`config.mk`:
```
export PLATFORM = sky130hd
export DESIGN_NAME = id_ex_operand_stage_flat
export DESIGN_NICKNAME = d
export VERILOG_FILES = /design/src/rtl/id_ex_operand_stage_if.sv /design/src/rtl/id_ex_operand_stage.sv /design/src/flat_wrapper.sv
export SDC_FILE = /design/constraint.sdc
export NUM_CORES = 1
export LEC_CHECK = 0
export CAP_MARGIN = 20
export CORE_ASPECT_RATIO = 1.2
export CORE_MARGIN = 2
export CORE_UTILIZATION = 48
export DETAILED_ROUTE_END_ITERATION = 8
export PLACE_DENSITY = 0.86
export SYNTH_ARGS = -nofsm -noshare
export SYNTH_HDL_FRONTEND = slang
export SYNTH_SLANG_ARGS = --single-unit
```
`constraint.sdc`:
```
create_clock -name clk -period 5.5 [get_ports clk]
set_clock_uncertainty 0.1 [all_clocks]
set_input_delay 1.1 -clock clk [delete_from_list [all_inputs] [get_ports clk]]
set_output_delay 1.1 -clock clk [all_outputs]
set_load 0.03 [all_outputs]
```
`src/rtl/id_ex_operand_stage_if.sv`:
```
// Bus between decode, the ID/EX operand stage and the ALU, plus the EX/MEM and MEM/WB forwarding taps.
interface id_ex_operand_stage_if #(
  parameter int XLEN   = 32,
  parameter int REG_AW = 5
);
  logic              flush;
  logic              id_valid;
  logic              id_ready;
  logic [XLEN-1:0]   id_pc;
  logic [REG_AW-1:0] id_rs1_addr;
  logic [REG_AW-1:0] id_rs2_addr;
  logic [XLEN-1:0]   id_rs1_data;
  logic [XLEN-1:0]   id_rs2_data;
  logic [XLEN-1:0]   id_imm;
  logic              id_op1_sel;
  logic              id_op2_sel;
  logic [3:0]        id_alu_op;
  logic [REG_AW-1:0] id_rd_addr;
  logic              id_reg_write;
  logic [REG_AW-1:0] exmem_rd;
  logic              exmem_we;
  logic [XLEN-1:0]   exmem_result;
  logic [REG_AW-1:0] memwb_rd;
  logic              memwb_we;
  logic [XLEN-1:0]   memwb_result;
  logic              ex_valid;
  logic              ex_ready;
  logic [XLEN-1:0]   ex_op1;
  logic [XLEN-1:0]   ex_op2;
  logic [XLEN-1:0]   ex_rs2_fwd;
  logic [3:0]        ex_alu_op;
  logic [REG_AW-1:0] ex_rd_addr;
  logic              ex_reg_write;
  logic              ex_illegal;

  modport master (
    output flush, id_valid, id_pc, id_rs1_addr, id_rs2_addr, id_rs1_data, id_rs2_data,
           id_imm, id_op1_sel, id_op2_sel, id_alu_op, id_rd_addr, id_reg_write,
           exmem_rd, exmem_we, exmem_result, memwb_rd, memwb_we, memwb_result, ex_ready,
    input  id_ready, ex_valid, ex_op1, ex_op2, ex_rs2_fwd, ex_alu_op, ex_rd_addr,
           ex_reg_write, ex_illegal
  );

  modport slave (
    input  flush, id_valid, id_pc, id_rs1_addr, id_rs2_addr, id_rs1_data, id_rs2_data,
           id_imm, id_op1_sel, id_op2_sel, id_alu_op, id_rd_addr, id_reg_write,
           exmem_rd, exmem_we, exmem_result, memwb_rd, memwb_we, memwb_result, ex_ready,
    output id_ready, ex_valid, ex_op1, ex_op2, ex_rs2_fwd, ex_alu_op, ex_rd_addr,
           ex_reg_write, ex_illegal
  );
endinterface

```
`src/rtl/id_ex_operand_stage.sv`:
```
// ID/EX register feeding the RV32I ALU: single-entry valid/ready stage with EX/MEM + MEM/WB
// forwarding on the held source operands and MEM/WB refresh of held data during stalls.

// One source operand's bypass mux; EX/MEM wins over MEM/WB, x0 never matches.
module id_ex_fwd_mux #(
  parameter int XLEN   = 32,
  parameter int REG_AW = 5
) (
  input  logic              en,
  input  logic [REG_AW-1:0] rs_addr,
  input  logic [XLEN-1:0]   rs_data,
  input  logic [REG_AW-1:0] exmem_rd,
  input  logic              exmem_we,
  input  logic [XLEN-1:0]   exmem_result,
  input  logic [REG_AW-1:0] memwb_rd,
  input  logic              memwb_we,
  input  logic [XLEN-1:0]   memwb_result,
  output logic [XLEN-1:0]   fwd
);
  logic hit_exmem, hit_memwb;

  assign hit_exmem = en && exmem_we && (exmem_rd != '0) && (exmem_rd == rs_addr);
  assign hit_memwb = en && memwb_we && (memwb_rd != '0) && (memwb_rd == rs_addr);
  assign fwd = hit_exmem ? exmem_result :
               hit_memwb ? memwb_result : rs_data;
endmodule

module id_ex_operand_stage #(
  parameter int XLEN   = 32,
  parameter int REG_AW = 5
) (
  input logic                  clk,
  input logic                  rst_n,
  id_ex_operand_stage_if.slave bus
);
  localparam int NSRC = 2;

  typedef struct packed {
    logic [XLEN-1:0]                  pc;
    logic [XLEN-1:0]                  imm;
    logic [NSRC-1:0][REG_AW-1:0]      rs_addr;
    logic [NSRC-1:0][XLEN-1:0]        rs_data;
    logic                             op1_sel;
    logic                             op2_sel;
    logic [3:0]                       alu_op;
    logic [REG_AW-1:0]                rd_addr;
    logic                             reg_write;
    logic                             illegal;
  } held_t;

  held_t                       h, cap;
  logic                        vld;
  logic                        xfer;
  logic                        ill_in;
  logic [NSRC-1:0][XLEN-1:0]   fwd;

  assign bus.id_ready = !vld || bus.ex_ready;
  assign xfer         = bus.id_valid && bus.id_ready && !bus.flush;
  assign ill_in       = bus.id_alu_op > 4'd9;

  always_comb begin
    cap            = '0;
    cap.pc         = bus.id_pc;
    cap.imm        = bus.id_imm;
    cap.rs_addr[0] = bus.id_rs1_addr;
    cap.rs_addr[1] = bus.id_rs2_addr;
    cap.rs_data[0] = bus.id_rs1_data;
    cap.rs_data[1] = bus.id_rs2_data;
    cap.op1_sel    = bus.id_op1_sel;
    cap.op2_sel    = bus.id_op2_sel;
    cap.alu_op     = ill_in ? 4'd0 : bus.id_alu_op;
    cap.rd_addr    = bus.id_rd_addr;
    cap.reg_write  = bus.id_reg_write && !ill_in;
    cap.illegal    = ill_in;
  end

  // Refresh keeps a value that retires from MEM/WB while we stall from being lost.
  always_ff @(posedge clk) begin
    if (!rst_n) begin
      vld <= 1'b0;
      h   <= '0;
    end else begin
      if (bus.flush)        vld <= 1'b0;
      else if (xfer)        vld <= 1'b1;
      else if (bus.ex_ready) vld <= 1'b0;

      if (xfer) begin
        h <= cap;
      end else if (vld) begin
        for (int i = 0; i < NSRC; i++)
          if (bus.memwb_we && (bus.memwb_rd != '0) && (bus.memwb_rd == h.rs_addr[i]))
            h.rs_data[i] <= bus.memwb_result;
      end
    end
  end

  // Bypass only while valid so the outputs hold still when the stage is empty.
  for (genvar g = 0; g < NSRC; g++) begin : g_fwd
    id_ex_fwd_mux #(.XLEN(XLEN), .REG_AW(REG_AW)) u_fwd (
      .en          (vld),
      .rs_addr     (h.rs_addr[g]),
      .rs_data     (h.rs_data[g]),
      .exmem_rd    (bus.exmem_rd),
      .exmem_we    (bus.exmem_we),
      .exmem_result(bus.exmem_result),
      .memwb_rd    (bus.memwb_rd),
      .memwb_we    (bus.memwb_we),
      .memwb_result(bus.memwb_result),
      .fwd         (fwd[g])
    );
  end

  assign bus.ex_valid     = vld;
  assign bus.ex_op1       = h.op1_sel ? h.pc  : fwd[0];
  assign bus.ex_op2       = h.op2_sel ? h.imm : fwd[1];
  assign bus.ex_rs2_fwd   = fwd[1];
  assign bus.ex_alu_op    = h.alu_op;
  assign bus.ex_rd_addr   = h.rd_addr;
  assign bus.ex_reg_write = vld && h.reg_write;
  assign bus.ex_illegal   = vld && h.illegal;
endmodule

```
`src/flat_wrapper.sv`:
```
// flat-port wrapper written by rule: the top's interface ports become plain ports
module id_ex_operand_stage_flat 
#(
  parameter int XLEN   = 32,
  parameter int REG_AW = 5
)
  (clk, rst_n, bus_flush, bus_id_valid, bus_id_pc, bus_id_rs1_addr, bus_id_rs2_addr, bus_id_rs1_data, bus_id_rs2_data, bus_id_imm, bus_id_op1_sel, bus_id_op2_sel, bus_id_alu_op, bus_id_rd_addr, bus_id_reg_write, bus_exmem_rd, bus_exmem_we, bus_exmem_result, bus_memwb_rd, bus_memwb_we, bus_memwb_result, bus_ex_ready, bus_id_ready, bus_ex_valid, bus_ex_op1, bus_ex_op2, bus_ex_rs2_fwd, bus_ex_alu_op, bus_ex_rd_addr, bus_ex_reg_write, bus_ex_illegal);
  id_ex_operand_stage_if #(.XLEN(XLEN), .REG_AW(REG_AW)) bus_i ();
  input logic clk;
  input logic rst_n;
  input wire logic [$bits(bus_i.flush)-1:0] bus_flush;
  input wire logic [$bits(bus_i.id_valid)-1:0] bus_id_valid;
  input wire logic [$bits(bus_i.id_pc)-1:0] bus_id_pc;
  input wire logic [$bits(bus_i.id_rs1_addr)-1:0] bus_id_rs1_addr;
  input wire logic [$bits(bus_i.id_rs2_addr)-1:0] bus_id_rs2_addr;
  input wire logic [$bits(bus_i.id_rs1_data)-1:0] bus_id_rs1_data;
  input wire logic [$bits(bus_i.id_rs2_data)-1:0] bus_id_rs2_data;
  input wire logic [$bits(bus_i.id_imm)-1:0] bus_id_imm;
  input wire logic [$bits(bus_i.id_op1_sel)-1:0] bus_id_op1_sel;
  input wire logic [$bits(bus_i.id_op2_sel)-1:0] bus_id_op2_sel;
  input wire logic [$bits(bus_i.id_alu_op)-1:0] bus_id_alu_op;
  input wire logic [$bits(bus_i.id_rd_addr)-1:0] bus_id_rd_addr;
  input wire logic [$bits(bus_i.id_reg_write)-1:0] bus_id_reg_write;
  input wire logic [$bits(bus_i.exmem_rd)-1:0] bus_exmem_rd;
  input wire logic [$bits(bus_i.exmem_we)-1:0] bus_exmem_we;
  input wire logic [$bits(bus_i.exmem_result)-1:0] bus_exmem_result;
  input wire logic [$bits(bus_i.memwb_rd)-1:0] bus_memwb_rd;
  input wire logic [$bits(bus_i.memwb_we)-1:0] bus_memwb_we;
  input wire logic [$bits(bus_i.memwb_result)-1:0] bus_memwb_result;
  input wire logic [$bits(bus_i.ex_ready)-1:0] bus_ex_ready;
  output wire logic [$bits(bus_i.id_ready)-1:0] bus_id_ready;
  output wire logic [$bits(bus_i.ex_valid)-1:0] bus_ex_valid;
  output wire logic [$bits(bus_i.ex_op1)-1:0] bus_ex_op1;
  output wire logic [$bits(bus_i.ex_op2)-1:0] bus_ex_op2;
  output wire logic [$bits(bus_i.ex_rs2_fwd)-1:0] bus_ex_rs2_fwd;
  output wire logic [$bits(bus_i.ex_alu_op)-1:0] bus_ex_alu_op;
  output wire logic [$bits(bus_i.ex_rd_addr)-1:0] bus_ex_rd_addr;
  output wire logic [$bits(bus_i.ex_reg_write)-1:0] bus_ex_reg_write;
  output wire logic [$bits(bus_i.ex_illegal)-1:0] bus_ex_illegal;
  assign bus_i.flush = bus_flush;
  assign bus_i.id_valid = bus_id_valid;
  assign bus_i.id_pc = bus_id_pc;
  assign bus_i.id_rs1_addr = bus_id_rs1_addr;
  assign bus_i.id_rs2_addr = bus_id_rs2_addr;
  assign bus_i.id_rs1_data = bus_id_rs1_data;
  assign bus_i.id_rs2_data = bus_id_rs2_data;
  assign bus_i.id_imm = bus_id_imm;
  assign bus_i.id_op1_sel = bus_id_op1_sel;
  assign bus_i.id_op2_sel = bus_id_op2_sel;
  assign bus_i.id_alu_op = bus_id_alu_op;
  assign bus_i.id_rd_addr = bus_id_rd_addr;
  assign bus_i.id_reg_write = bus_id_reg_write;
  assign bus_i.exmem_rd = bus_exmem_rd;
  assign bus_i.exmem_we = bus_exmem_we;
  assign bus_i.exmem_result = bus_exmem_result;
  assign bus_i.memwb_rd = bus_memwb_rd;
  assign bus_i.memwb_we = bus_memwb_we;
  assign bus_i.memwb_result = bus_memwb_result;
  assign bus_i.ex_ready = bus_ex_ready;
  assign bus_id_ready = bus_i.id_ready;
  assign bus_ex_valid = bus_i.ex_valid;
  assign bus_ex_op1 = bus_i.ex_op1;
  assign bus_ex_op2 = bus_i.ex_op2;
  assign bus_ex_rs2_fwd = bus_i.ex_rs2_fwd;
  assign bus_ex_alu_op = bus_i.ex_alu_op;
  assign bus_ex_rd_addr = bus_i.ex_rd_addr;
  assign bus_ex_reg_write = bus_i.ex_reg_write;
  assign bus_ex_illegal = bus_i.ex_illegal;
  id_ex_operand_stage #(.XLEN(XLEN), .REG_AW(REG_AW)) u_core (.clk(clk), .rst_n(rst_n), .bus(bus_i));
endmodule
```
### Word-level counts from Yosys, hierarchy flattened

Index checks and enable logic that the tools add are counted.

| cells by class | value |
|---|---|
| reductions and logical operators | 29 |
| add/sub/neg operators | 0 |
| equality and inequality tests | 4 |
| bitwise gates (word level) | 1 |
| div/mod/pow operators | 0 |
| magnitude comparators | 1 |
| shift operators | 0 |
| multipliers | 0 |
| mux-type cells | 13 |

Operator list:

| operator | number |
|---|---|
| two-way mux 32 bit | 8 |
| two-way mux 64 bit | 2 |
| == test 5 bit | 4 |
| logical AND 1 bit | 16 |
| nonzero test 5 bit | 2 |
| nonzero test 2 bit | 4 |
| greater-than comparator 4 bit, second input constant | 1 |
| two-way mux 4 bit | 1 |
| AND reduction 2 bit | 2 |
| zero test 1 bit | 3 |
| two-way mux 1 bit | 2 |
| OR reduction 2 bit | 1 |
| logical OR 1 bit | 1 |
| NOT 1 bit | 1 |

| word-level totals | value |
|---|---|
| logic and storage cells | 61 |
| memory bits (writable) | 0 |
| bits of input ports | 231 |
| memory bits (read-only) | 0 |
| memories kept | 0 |
| output and inout port bits | 109 |
| latch bits | 0 |
| bits in registers | 152 |

### Logic depth before layout (Yosys ltp)

Gate-level depths: netlist of the first run.

| logic depth | value |
|---|---|
| depth after elaboration | 6 |
| mapped depth | 7 |
| depth with buffers taken out | 6 |

### Hierarchy

From an unflattened synthesis of the first run, not the netlist that was laid out.

| second synthesis, totals | value |
|---|---|
| cells, all modules | 1,233 |
| area, all modules | 10,287.4 um2 |

By module, submodules not included:

| module | seq. area each (um2) | times used | cells each | area an instance (um2) |
|---|---|---|---|---|
| id_ex_operand_stage | 3,042.9 | 1 | 867 | 7,522.2 |
| id_ex_fwd_mux | 0.0 | 2 | 183 | 1,382.6 |

### Least setup slack after synthesis of the first run

OpenSTA, ideal clock, no wires.

| timing path | value |
|---|---|
| path kind | input port to output port |
| start | in bus_memwb_rd[3] |
| end | out bus_ex_op1[30] |
| setup slack | 1,473 ps |
| stages on the path | 7 |
| data arrival time | 2,827 ps |
| required time | 4,300 ps |
| cells stage by stage | xor2_1 > nor3_4 > and3_1 > buf_4 > buf_4 > a211oi_1 > o31ai_1 |

| between the ends | value |
|---|---|
| longest elaborated chain between the ends | 6 |
| elaborated cells between the ends (all ways) | 7 |

Ends and longest elaborated chain:

| element | RTL line | RTL |
|---|---|---|
| from (decl) | flat_wrapper.sv:27 | `input wire logic [$bits(bus_i.memwb_rd)-1:0] bus_memwb_rd;` |
| nonzero test 5 bit | id_ex_operand_stage.sv:23 | `assign hit_memwb = en && memwb_we && (memwb_rd != '0) && (memwb_rd == rs_addr);` |
| logical AND 1 bit | id_ex_operand_stage.sv:23 |  |
| logical AND 1 bit * | id_ex_operand_stage.sv:23 |  |
| two-way mux 32 bit * | id_ex_operand_stage.sv:25 | `hit_memwb ? memwb_result : rs_data;` |
| two-way mux 32 bit * | id_ex_operand_stage.sv:24 | `assign fwd = hit_exmem ? exmem_result :` |
| two-way mux 32 bit * | id_ex_operand_stage.sv:114 | `assign bus.ex_op1 = h.op1_sel ? h.pc : fwd[0];` |
| to (decl) | flat_wrapper.sv:33 | `output wire logic [$bits(bus_i.ex_op1)-1:0] bus_ex_op1;` |

Mark *: on every way between the ends. The rest lies on a longest branch, timed or not.

### Worst setup path in the final report of the first run

| timing path | value |
|---|---|
| start | in bus_memwb_rd[3] |
| end | out bus_ex_op2[4] |

| between the ends | value |
|---|---|
| longest elaborated chain between the ends | 6 |
| elaborated cells between the ends (all ways) | 7 |

Ends and longest elaborated chain:

| element | RTL line | RTL |
|---|---|---|
| nonzero test 5 bit | id_ex_operand_stage.sv:23 |  |
| logical AND 1 bit | id_ex_operand_stage.sv:23 |  |
| logical AND 1 bit * | id_ex_operand_stage.sv:23 |  |
| two-way mux 32 bit * | id_ex_operand_stage.sv:25 |  |
| two-way mux 32 bit * | id_ex_operand_stage.sv:24 |  |
| two-way mux 32 bit * | id_ex_operand_stage.sv:115 | `assign bus.ex_op2 = h.op2_sel ? h.imm : fwd[1];` |
| to (decl) | flat_wrapper.sv:34 | `output wire logic [$bits(bus_i.ex_op2)-1:0] bus_ex_op2;` |

Marks and branches as above.

==> metrics.yaml, run 1 <==
synthesis:
  yosysTopAreaCell: "dfxtp_1"
  syn-cell-area_sq_um: 8680
  synth-edff-count: 0
  syn-instance-count: 1190
  syn_area_per_cell_sq_um: 7.29
  synthTopCellsByArea: "dfxtp_1, nand2_1, a21oi_1, a21boi_0, o31ai_1"
  ys.flop_type: "dfxtp_1"
  ys_ff_latch: 152
  async_flop_share_pct: 0
  ys_types: 38
  ys_warn_count: 0
  ys_seq_area_share_pct: 35.1
  syn_nets: 1421
  netlist.area_leader.share_pct: 35.1
placement:
  place_ws_ns: 0.302
  hpwl_um: 26900
  port_buffers: 339
  place_area_sq_um: 12100
  place.gp.congestion: 0.951
setup_path:
  r2r_start: "u_core.bus.ex_valid"
  r2r_cells: 6
  r2r_end: "u_core.h[39]"
  r2r_setup_slack_ns: 2.84
  cp-start-kind: "input port"
  cp.arrival_ns: 4.03
  end_kind: "output port"
  crit_required_ns: 4.30
  path_max_fanout: 19
  path_class: "input port to output port"
timing:
  setup_viol: 0
  setup_ws_ns: 0.266
  post-route-min-period_ns: 5.23
  maxClockFrequency_mhz: 191
  min_period_over_period_pct: 95.2
  fin_tns_setup_ns: 0
  worst_pin_slew_ns: 0.822
  final_hold_viol_count: 0
  relSlewSlack_pct: 45.2
  rsz0062_at_grt: "false"
  drv_slew: 0
cells_and_area:
  fin_nets: 1690
  fin_area_sq_um: 12700
  drive_gt1_share_pct: 11.9
  post-route-util_pct: 71.8
  area_delta_synth_final_pct: 46.0
clock_network:
  postCtsSetupBuffers: 0
  clk_latency_ns: 0.43
  cts_tree: "done"
  cts_buffers: 17
  cts.path.max_buffers: 2
  cts-root-buf: "clkbuf_16"
  cts_resized: 0
  h-tree-depth: 4
  path_clk_slew_ns: 0.06
  cts.sinks: 152
  postCtsHoldBufs: 0
die:
  rows: 53
  core_area_sq_um: 17600
  die_height_um: 151
  start_util_pct: 49.2
  die_area_sq_um: 19200
  ios: 340
  fp.dieW_um: 127
grt:
  grt_max_degree: 90
  antenna_found_initial: 2
  grt.total_usage_pct: 37.6
  grt_pass1_vias: 9733
  grt-ovfl-total: 0
  grt_pass1_wl_um: 54800
outcome:
  status: "complete, no violations"
routing:
  viasPerCell: 5.95
  totalWireLength_um: 36900
  drtIter0Drc: 1047
  drc: 0
  num_vias: 10100
  first_pass_iters: 6
  wl_per_cell_um: 21.8
  route.antenna.remaining_nets: 0
power:
  p_int_mw: 2.17
  powerDensity_nw_per_um2: 248
  ir_drop_v: 0.000192
  seq_power_share_pct: 38.1
  p_sw_share_pct: 31.0
  power_switching_mw: 0.974
  cellLeakagePower_nw: 4.73
  clkPwrFrac_pct: 36.7
  comb_power_share_pct: 25.2
worst_hold_path:
  hold_end: "u_core.h[102]"
  min_path_cells: 2
  hold_path.class: "flip-flop to flip-flop"
  min_from: "u_core.h[102]"
flow_run:
  cap_violations: 0
==> cells in the final DEF (no fill, tap or decap), types with 18 or more instances in the layout <==
cell             synthesis  routed
clkdlybuf4s50_1          0     269
a31oi_1                 46      46
a21oi_1                129     128
a21boi_0                66      66
nand2_1                251     251
dfxtp_1                152     150
a211oi_1                39      39
buf_4                   20      81
o21ai_0                 64      64
buf_12                   0      19
and3_1                  20      18
o31ai_1                 56      56
a21boi_1                18      18
nor2_1                 102     100
xor2_1                  18      18
inv_1                   48      48
==> worst max-delay path: stages <==
cell and delay (ns):
clkdlybuf4s50_1 0.48, xor2_1 0.21, nor3_4 0.21, nand3_2 0.51, a221oi_1 0.75, o31ai_1 0.14
clkdlybuf4s50_1 0.62
==> final cells by class <==
cell class	instances	area, sq um
fill	1441	4970
multi-input combinational	871	4910
timing repair buffer	369	3680
sequential	152	3050
clock buffer	19	453
tap	220	275
inverter	48	180
clock inverter	13	120
antenna	2	5.00
==> power by group through the flow <==
stage / registers [mW] / clock network [mW] / logic (mW)
floorplan: 1.21 / 0 / 0.382
global placement: 1.22 / 0 / 0.771
detailed placement: 1.22 / 0 / 0.778
CTS: 1.20 / 1.16 / 0.781
global route: 1.20 / 1.20 / 0.840
finish: 1.20 / 1.15 / 0.794
==> metrics by stage <==
step,hold slack (ns),total power [mW],instances
after floorplan,0.330,1.59,1190
after global placement,0.338,1.99,1659
after detailed placement,0.345,2.00,1659
after CTS,0.353,3.14,1691
after global routing,0.375,3.25,1694
final,0.355,3.15,1694
==> sequential cells by signal (all words and copies together) (netlist names) <==
register / flops
u_core.h: 142
u_core.bus.ex_rd_addr: 5
u_core.bus.ex_alu_op: 4
u_core.bus.ex_valid: 1
==> cells in the mapped netlist, types with 20 or more instances <==
cell and number:
a211oi_1 39, a21boi_0 66, a21oi_1 129, a31oi_1 46, and3_1 20, buf_2 33
buf_4 20, clkbuf_1 61, dfxtp_1 152, inv_1 48, nand2_1 251, nor2_1 102
o21ai_0 64, o31ai_1 56
==> cell families (layout without fill, tap and decap cells) <==
family	count (synthesis)	in the layout	synth area share, %
AO/OA/AOI/OAI	454	454	35.0
XOR/XNOR	20	20	2.02
buffers and inverters	167	449	8.74
flip-flops	152	152	35.1
multiplexers	1	1	0.115
other	0	2	0
AND/OR/NAND/NOR	396	396	19.0
==> metal layers <==
layer	vias up	GRT usage [%]	share of wire, %
li1	4676	-	-
met5	-	0	0
met4	0	28.0	7.8
met3	131	10.3	10
met1	4618	39.5	34
met2	653	64.6	49
==> how the worst max path moves through the flow <==
| stage | end | startpoint | slack [ns] |
|---|---|---|---|
| after floorplan | bus_ex_op1[30] | bus_memwb_rd[3] | 1.47 |
| after global placement | bus_ex_op2[30] | bus_memwb_rd[2] | 0.38 |
| after detailed placement | bus_ex_op2[4] | bus_memwb_rd[3] | 0.30 |
| after CTS | bus_ex_op2[4] | bus_memwb_rd[3] | 0.31 |
| after global routing | bus_ex_op2[4] | bus_memwb_rd[2] | 0.21 |
| final | bus_ex_op2[4] | bus_memwb_rd[3] | 0.27 |
Power figures use the tool's default switching activity.
==> run 2, diff against run 1 <==
--- a/config.mk
+++ b/config.mk
@@ -8,5 +8,4 @@
 export CAP_MARGIN = 20
 export CORE_ASPECT_RATIO = 1.2
-export CORE_MARGIN = 2
 export CORE_UTILIZATION = 48
 export DETAILED_ROUTE_END_ITERATION = 8
==> constraint.sdc (replaced) <==
create_clock -name clk -period 5.5 [get_ports clk]
set_clock_uncertainty 0.1 [all_clocks]
set_input_delay 0.55 -clock clk [delete_from_list [all_inputs] [get_ports clk]]
set_output_delay 0.55 -clock clk [all_outputs]
set_load 0.03 [all_outputs]
==> metrics.yaml, run 2 (same netlist as run 1, synthesis figures left out) <==
outcome:
  status: "complete, no violations"
timing:
  fin_tns_setup_ns: 0
  final_hold_viol_count: 0
  min_period_over_period_pct: 83.6
  post-route-min-period_ns: 4.60
  setup_viol: 0
  drv_slew: 0
  rsz0062_at_grt: "false"
  maxClockFrequency_mhz: 217
  worst_pin_slew_ns: 0.992
  relSlewSlack_pct: 33.8
cells_and_area:
  largest_reg_flops: 142
  area_delta_synth_final_pct: 45.2
  fin_area_sq_um: 12600
  final_common_cell: "clkdlybuf4s50_1"
  final_cell_mix: "clkdlybuf4s50_1, nand2_1, dfxtp_1"
  largest-register: "u_core.h"
  fin_nets: 1688
  antenna_cells: 0
  drive_gt1_share_pct: 7.01
clock_network:
  h-tree-depth: 4
  cts-root-buf: "clkbuf_16"
  cts_buffers: 17
  clk_latency_ns: 0.43
  cts.sinks: 152
  cts.path.max_buffers: 2
  cts_tree: "done"
  postCtsSetupBuffers: 0
  cts_resized: 0
  postCtsHoldBufs: 0
  path_clk_slew_ns: 0.06
grt:
  grt.total_usage_pct: 39.2
  antenna_found_initial: 0
  grt_pass1_wl_um: 55500
  grt-ovfl-total: 0
  grt_max_degree: 109
  grt_pass1_vias: 9789
setup_path:
  r2r_start: "u_core.bus.ex_valid"
  cp.arrival_ns: 3.95
  path_max_fanout: 22
  r2r_cells: 6
  cp-start-kind: "input port"
  cpPeakStageDelay_ns: 0.90
  slowest_stage: "and4_1"
  r2r_end: "u_core.h[67]"
  cp_common_cell: "clkdlybuf4s50_1"
  end_kind: "output port"
  crit_required_ns: 4.85
  path_class: "input port to output port"
  crit_chain: "clkdlybuf4s50_1 > xor2_1 > nor4_2 > and4_1 > buf_4 > a211oi_1 > o31ai_1 > clkdlybuf4s50_1"
  r2r_setup_slack_ns: 2.92
routing:
  num_vias: 10300
  wl_per_cell_um: 22.3
  drc: 0
  viasPerCell: 6.09
  first_pass_iters: 8
  totalWireLength_um: 37700
  route.antenna.remaining_nets: 0
  drtIter0Drc: 1093
die:
  ios: 340
  core_area_sq_um: 17600
  rows: 53
  fp.dieW_um: 125
  die_area_sq_um: 18600
  start_util_pct: 49.4
  die_height_um: 149
flow_run:
  cap_violations: 0
placement:
  place.gp.congestion: 1.01
  hpwl_um: 27700
  port_buffers: 339
  place_area_sq_um: 12000
worst_hold_path:
  min_from: "u_core.h[76]"
  hold_end: "u_core.h[76]"
  min_path_cells: 2
  hold_path.class: "flip-flop to flip-flop"
power:
  ir_drop_v: 0.000185
  cellLeakagePower_nw: 4.55
  powerDensity_nw_per_um2: 248
==> run 2: cell count changes in the layout (fill, tap and decap cells not counted) <==
cell             delta
diode_2             -2
clkinvlp_4          +1
clkbuf_8            -1
clkinv_2            -1
clkbuf_1            +1
buf_12             -17
clkdlybuf4s50_1    +69
buf_4              -54
==> run 2: worst max-delay path, delay by kind of cell <==
family | cells | cell delay, ns
buffers and inverters | 3 | 1.55
and+or+nand+nor | 2 | 1.20
AOI/OAI and AO/OA | 2 | 0.45
xor gates and xnor gates | 1 | 0.18
==> run 2: metal layers <==
metal,vias to the layer above,GRT usage [%],wire length (um)
met3,145,9.94,3520
met5,-,0,0
met1,4774,40.8,12800
met4,0,27.1,2590
li1,4677,-,-
met2,699,69.5,18700
==> run 2: worst max-delay path by stage <==
stage	start	endpoint	slack (ns)	cells after the start
final	bus_exmem_rd[4]	bus_ex_op1[17]	0.90	8
after global routing	bus_exmem_rd[4]	bus_ex_op1[17]	0.81	8
after CTS	bus_exmem_rd[4]	bus_ex_op1[17]	0.99	8
after detailed placement	bus_exmem_rd[4]	bus_ex_op1[17]	0.98	8
after global placement	bus_exmem_rd[4]	bus_ex_op1[17]	0.99	8
after floorplan	u_core.bus.ex_valid	bus_ex_op1[10]	2.55	7
==> run 2: cell type report <==
cell class | instances | area (sq um)
fill | 1451 | 4970
multi-input combinational | 871 | 4910
timing repair buffer | 367 | 3630
sequential | 152 | 3050
clock buffer | 19 | 443
tap | 220 | 275
inverter | 48 | 180
clock inverter | 13 | 123
==> run 2: power by group <==
part / total, mW / leakage, nW / internal (mW) / switching [mW]
logic: 0.797 / 3.03 / 0.357 / 0.440
registers: 1.20 / 1.25 / 1.16 / 0.0329
clock network: 1.14 / 0.266 / 0.638 / 0.501
==> run 2: stage by stage <==
| stage | std cells | total power [mW] | util [%] | worst slack [ns] | hold WS [ns] |
|---|---|---|---|---|---|
| 3_3_place_gp | 1658 | 2.00 | 68.5 | 0.988 | 0.340 |
| 4_1_cts | 1690 | 3.13 | 71.7 | 0.989 | 0.353 |
| 3_5_place_dp | 1658 | 2.00 | 68.5 | 0.980 | 0.345 |
| 6_report | 1690 | 3.13 | 71.7 | 0.902 | 0.353 |
| 5_1_grt | 1690 | 3.23 | 71.7 | 0.811 | 0.370 |
| 2_1_floorplan | 1190 | 1.59 | - | 2.55 | 0.330 |
